[config.mk]
export PLATFORM = sky130hd
export DESIGN_NAME = dmshr_refill_resp
export DESIGN_NICKNAME = d
export VERILOG_FILES = /design/src/rtl/dmshr_refill_resp_pkg.sv /design/src/rtl/dmshr_refill_resp.sv
export SDC_FILE = /design/constraint.sdc
export NUM_CORES = 2
export LEC_CHECK = 0
export CAP_MARGIN = 20
export CORE_ASPECT_RATIO = 1.4
export CORE_MARGIN = 1.5
export CORE_UTILIZATION = 50
export DETAILED_ROUTE_END_ITERATION = 10
export PLACE_DENSITY_LB_ADDON = 0.05
export SLEW_MARGIN = 20
export SYNTH_ARGS = -nofsm -noshare
export SYNTH_HDL_FRONTEND = slang
export SYNTH_SLANG_ARGS = --single-unit
[constraint.sdc]
create_clock -name clock -period 8.1 [get_ports clock]
set_clock_uncertainty 0.05 [all_clocks]
set_input_delay 1.62 -clock clock [delete_from_list [all_inputs] [get_ports clock]]
set_output_delay 1.62 -clock clock [all_outputs]
set_load 0.005 [all_outputs]
[src/rtl/dmshr_refill_resp_pkg.sv]
// Shared dcache definitions for the MSHR refill responder: sizing defaults and FSM encoding.
package dmshr_refill_resp_pkg;

  // Physical address width; stands in for the project-wide address range.
  localparam int unsigned PADDR_W = 40;

  localparam int unsigned DEF_MSHR_NUM = 4;
  localparam int unsigned DEF_BEAT_W   = 64;
  localparam int unsigned DEF_LINE_W   = 512;

  localparam int unsigned BEATS = DEF_LINE_W / DEF_BEAT_W;
  localparam int unsigned ID_W  = $clog2(DEF_MSHR_NUM);

  typedef enum logic [1:0] {
    StIdle,
    StReq,
    StData,
    StResp
  } refill_state_e;

endpackage

[src/rtl/dmshr_refill_resp.sv]
// Serves one MSHR refill at a time: issues a line read, assembles the beats into a line,
// and returns a single-cycle response tagged with the MSHR id and a beat-count error flag.
module dmshr_refill_resp
  import dmshr_refill_resp_pkg::*;
#(
  parameter int unsigned MSHR_NUM = DEF_MSHR_NUM,
  parameter int unsigned BEAT_W   = DEF_BEAT_W,
  parameter int unsigned LINE_W   = DEF_LINE_W
) (
  input  logic                        clock,
  input  logic                        reset_n,
  input  logic                        dmshr2arb_valid,
  output logic                        dmshr2arb_ready,
  input  logic [PADDR_W-1:0]          dmshr2arb_paddr,
  input  logic [$clog2(MSHR_NUM)-1:0] dmshr2arb_id,
  output logic                        mem_req_valid,
  input  logic                        mem_req_ready,
  output logic [PADDR_W-1:0]          mem_req_addr,
  input  logic                        mem_rdata_valid,
  input  logic [BEAT_W-1:0]           mem_rdata,
  input  logic                        mem_rdata_last,
  output logic                        chi_arb_resp_valid,
  output logic [$clog2(MSHR_NUM)-1:0] chi_arb_resp_id,
  output logic [LINE_W-1:0]           chi_arb_resp_data,
  output logic                        chi_arb_resp_err
);

  localparam int unsigned NumBeats = LINE_W / BEAT_W;
  localparam int unsigned CntW     = (NumBeats > 1) ? $clog2(NumBeats) : 1;
  localparam int unsigned IdW      = $clog2(MSHR_NUM);
  localparam logic [CntW-1:0] LastCnt = CntW'(NumBeats - 1);
  localparam logic [PADDR_W-1:0] OffMask = PADDR_W'(LINE_W / 8 - 1);

  refill_state_e state_q, state_d;

  logic [PADDR_W-1:0] addr_q;
  logic [IdW-1:0]     id_q;
  logic [CntW-1:0]    cnt_q;
  logic [LINE_W-1:0]  line_q, line_d;
  logic [IdW-1:0]     resp_id_q;
  logic [LINE_W-1:0]  resp_data_q;
  logic               err_q, err_d;

  logic accept;
  logic beat;
  logic final_beat;

  always_comb begin
    state_d    = state_q;
    accept     = 1'b0;
    beat       = 1'b0;
    final_beat = 1'b0;
    unique case (state_q)
      StIdle: begin
        if (dmshr2arb_valid) begin
          accept  = 1'b1;
          state_d = StReq;
        end
      end
      StReq: begin
        if (mem_req_ready) begin
          state_d = StData;
        end
      end
      StData: begin
        if (mem_rdata_valid) begin
          beat = 1'b1;
          if (mem_rdata_last || (cnt_q == LastCnt)) begin
            final_beat = 1'b1;
            state_d    = StResp;
          end
        end
      end
      StResp: begin
        state_d = StIdle;
      end
      default: begin
        state_d = StIdle;
      end
    endcase
  end

  always_comb begin
    line_d = line_q;
    line_d[cnt_q*BEAT_W +: BEAT_W] = mem_rdata;
  end

  // Error whenever "last" and "counter full" disagree on where the line ends.
  assign err_d = mem_rdata_last ^ (cnt_q == LastCnt);

  always_ff @(posedge clock or negedge reset_n) begin
    if (!reset_n) begin
      state_q     <= StIdle;
      addr_q      <= '0;
      id_q        <= '0;
      cnt_q       <= '0;
      line_q      <= '0;
      resp_id_q   <= '0;
      resp_data_q <= '0;
      err_q       <= 1'b0;
    end else begin
      state_q <= state_d;
      if (accept) begin
        addr_q <= dmshr2arb_paddr & ~OffMask;
        id_q   <= dmshr2arb_id;
        line_q <= '0;
        cnt_q  <= '0;
      end
      if (beat) begin
        line_q <= line_d;
        cnt_q  <= cnt_q + CntW'(1);
      end
      // Response registers load only at the end of a line so they hold between refills.
      if (final_beat) begin
        resp_data_q <= line_d;
        resp_id_q   <= id_q;
        err_q       <= err_d;
      end
    end
  end

  assign dmshr2arb_ready    = (state_q == StIdle);
  assign mem_req_valid      = (state_q == StReq);
  assign mem_req_addr       = addr_q;
  assign chi_arb_resp_valid = (state_q == StResp);
  assign chi_arb_resp_id    = resp_id_q;
  assign chi_arb_resp_data  = resp_data_q;
  assign chi_arb_resp_err   = (state_q == StResp) && err_q;

endmodule

==> metrics.md <==
| Metric | Value |
|---|---|
| WP data arrival | `around 5.2 ns` |
| Vias/cell | `6.12` |
| Worst setup margin | `3.42 ns` |
| Worst slew pin tran | `between 1 and 1.5 ns` |
| Clk slew on worst S/H paths | `0.06 ns` |
| Synth Warn # | `0` |
| Leakage | `24.7 nW` |
| Hold Crit Class | `reg2reg` |
| All-Layer GR Usage | `around a third` |
| Die Y | `353 um` |
| Gr ovfl total | `0` |
| Die X | `253 um` |
| Clk sinks | `1,068` |
| Setup violations, final | `0` |
| Max-cap viol count | `0` |
| Top cell type's share of synthesized area | `61.1%` |
| DR vias | `between 30,000 and 40,000` |
| Post-route cell area | `approximately 0.054 sq mm` |
| Place WS | `2.76 ns` |
| Register area share after synthesis | `roughly three fifths` |
| Yosys cell types | `42` |
| Worst setup SP type | `input port` |
| Minimum clock period | `4.68 ns` |
| Final setup TNS | `0 ns` |
| Clk buf depth | `3` |
| Dpl hpwl | `88.1 mm` |
| Internal | `11.6 mW` |
| DRC viols | `0` |
| Worst Path Required | `8.64 ns` |
| Synthesized flop and latch total | `1,068` |
| Row cnt | `about 130` |
| Initial Utilization | `50.4%` |
| Ports | `670` |
| Fin crit share | `57.8%` |
| Initial antenna violation count | `1` |
| Final Core Density | `62.7%` |
| Die Area | `~0.089 sq mm` |
| DR iter-0 viols | `3,047` |
| Synth area leaders | `dfrtp_1 61%, a22o_1 6.4%, a221oi_1 3.8%` |
| RePlAce Congestion | `0.793` |
| Post-route antenna net violation count | `0` |
| Clock network power share | `29.2%` |
| Diodes inserted | `0` |
| Hold buffers post-CTS | `0` |
| Mapped Area | `about 0.044 sq mm` |
| CTS root buffer | `clkbuf_16` |
| Overall power | `17.4 mW` |
| Slew Viols, Final | `0` |
| RSZ-0062 raised after global routing | `false` |
| Clock latency on the worst-skew pair | `0.66 ns` |
| IR drop worst, VDD | `0.000254 V` |
| Final Hold Fails | `0` |
| Largest net degree at the start of global routing | `196` |
| FMAX | `0.214 GHz` |
| Layout net count | `4,415` |
| Fillers | `7,136` |
| Flop pwr share | `39.6%` |
| First-pass GRT wire length | `around 220 mm` |
| Avg Cell Area, Syn | `11.2 sq um` |
| # Post-CTS Setup Buffers | `0` |
| CTS tree | `yes` |
| Post-synth top area cell | `dfrtp_1` |
| Vias in the first global route | `approximately 33,000` |
| IO Port Bufs | `657` |
| CORE AREA | `between 0.08 and 0.09 sq mm` |
| Power Dens Cells | `320 mW/mm^2` |
| Wire per inst | `26.3 um` |
| Post-Synthesis Cells | `3,900` |
| Initial DRT Pass Iterations | `5` |
| Sw power | `a little under 6 mW` |
| Resized Gates After CTS | `0` |
| Worst setup path class | `in2reg` |
| Post-place instance area | `0.0509 sq mm` |
| Endpoint type of the worst setup path | `flip-flop` |
| Status | `complete, no violations` |
| Area grow syn2layout | `24.5%` |
| Combinational share of power | `a little under a third` |
| Sw Ratio | `33.1%` |
| CTS Buf Count | `102` |
| Drt total wl | `around 150 mm` |
| Max-slew headroom | `a little under a quarter` |
| Share of cells above drive strength 1 | `about 6.7%` |
| H-tree depth | `3` |
| Worst Path Max Fanout | `28` |
-- critical path, stage by stage --
cell             delay [ns]
clkdlybuf4s50_1        0.53
nand2_1                0.65
or2_1                  0.71
nor2_4                 0.92
buf_4                  0.55
a22o_1                 0.20
-- cells in the final DEF, fill, tap and decap left out, types with 14 or more instances in the layout --
cell and instances:
dfrtp_1 1068, clkdlybuf4s50_1 656, nor2_1 406, nand2_1 351
a22o_1 318, nand3_1 198, a221oi_1 191, o21ai_0 188
a32o_1 130, mux2i_1 128, clkbuf_16 103, a21oi_1 87
o2bb2ai_1 64, nand4_1 64, and3_1 64, buf_4 42
mux2_2 36, or3_1 32, o21ai_1 31, clkbuf_8 25
clkbuf_1 22, buf_12 14
-- synth_stat cells --
cell type	count
dfrtp_1	1068
nor2_1	417
nand2_1	354
a22o_1	318
clkbuf_1	298
nand3_1	200
a221oi_1	191
o21ai_0	188
a32o_1	130
mux2i_1	128
buf_2	99
a21oi_1	87
and3_1	64
nand4_1	64
o2bb2ai_1	64
mux2_2	36
o21ai_1	33
or3_1	32
buf_1	22
buf_4	13
ha_1	12
nand3b_1	12
nand4b_1	11
o211ai_1	11
o21a_1	11
inv_1	8
nand2b_1	4
nor2b_1	4
a21o_1	3
nor3b_1	3
and2_1	2
o21ai_2	2
o311ai_1	2
conb_1	1
nor2_2	1
nor3_2	1
nor3b_4	1
o2111ai_1	1
o311a_1	1
o32a_1	1
or2_1	1
or2_2	1
-- layout make-up --
cell class / count / area, sq um / area share [%]
clock buffers: 150 / 3000 / 5.52
clock inverters: 34 / 522 / 0.959
inverters: 8 / 30.0 / 0.0552
multi-input cells: 2397 / 15500 / 28.4
flip-flops and latches: 1068 / 26700 / 49.1
well taps: 1170 / 1460 / 2.69
repair buffers: 714 / 7200 / 13.2
-- cells by family after synthesis --
logic type | Yosys count | share of synthesized area, %
buffers and inverters | 440 | 4.17
AOI/OAI and AO/OA | 1043 | 18.6
and+or+nand+nor | 1172 | 11.9
adders and majority gates | 12 | 0.343
muxes | 164 | 3.86
DFF | 1068 | 61.1
other | 1 | 0.00858
-- per-layer routing --
metal / track usage, % / up-vias / routed length [um]
li1: - / 14991 / -
met1: 43.4 / 17244 / 58200
met2: 50.6 / 1406 / 68100
met3: 7.86 / 277 / 12400
met4: 14.7 / 2 / 7140
met5: 0 / - / 11
-- registers in the layout, indices dropped and copies added, names as in the netlist --
name / cells
line_q: 512
err_q: 1
chi_arb_resp_id: 2
mem_req_addr: 34
chi_arb_resp_data: 512
id_q: 2
state_q: 2
cnt_q: 3
-- power groups by stage --
stage / Clock (mW) / Combinational [mW] / Sequential (mW)
detailed placement: 0 / 5.43 / 6.97
global route: 5.36 / 5.80 / 6.99
CTS: 5.15 / 5.44 / 6.89
finish: 5.08 / 5.42 / 6.89
floorplan: 0 / 2.39 / 6.90
global placement: 0 / 5.38 / 6.94
-- stage by stage --
stage	hold WS, ns	cells
after floorplan	0.383	3905
after global placement	0.403	5356
after detailed placement	0.409	5357
after CTS	0.421	5541
after global routing	0.445	5541
final	0.418	5541
-- path summary, 6_finish.rpt --
kind | endpoint | slack, ns | from | cells after the start
setup reg to reg | line_q[32]$_DFFE_PN0P_ | 3.60 | cnt_q[1]$_DFFE_PN0P_ | 8
min in group asynchronous | chi_arb_resp_data[9]$_DFFE_PN0P_ | 0.85 | reset_n | 1
hold reg to reg | chi_arb_resp_id[1]$_DFFE_PN0P_ | 0.42 | id_q[1]$_DFFE_PN0P_ | 2
setup / recovery | line_q[83]$_DFFE_PN0P_ | 3.42 | mem_rdata_valid | 6
hold / removal | chi_arb_resp_id[1]$_DFFE_PN0P_ | 0.42 | id_q[1]$_DFFE_PN0P_ | 2
max in group asynchronous | line_q[214]$_DFFE_PN0P_ | 5.32 | reset_n | 3
Power figures use the tool's default switching activity.
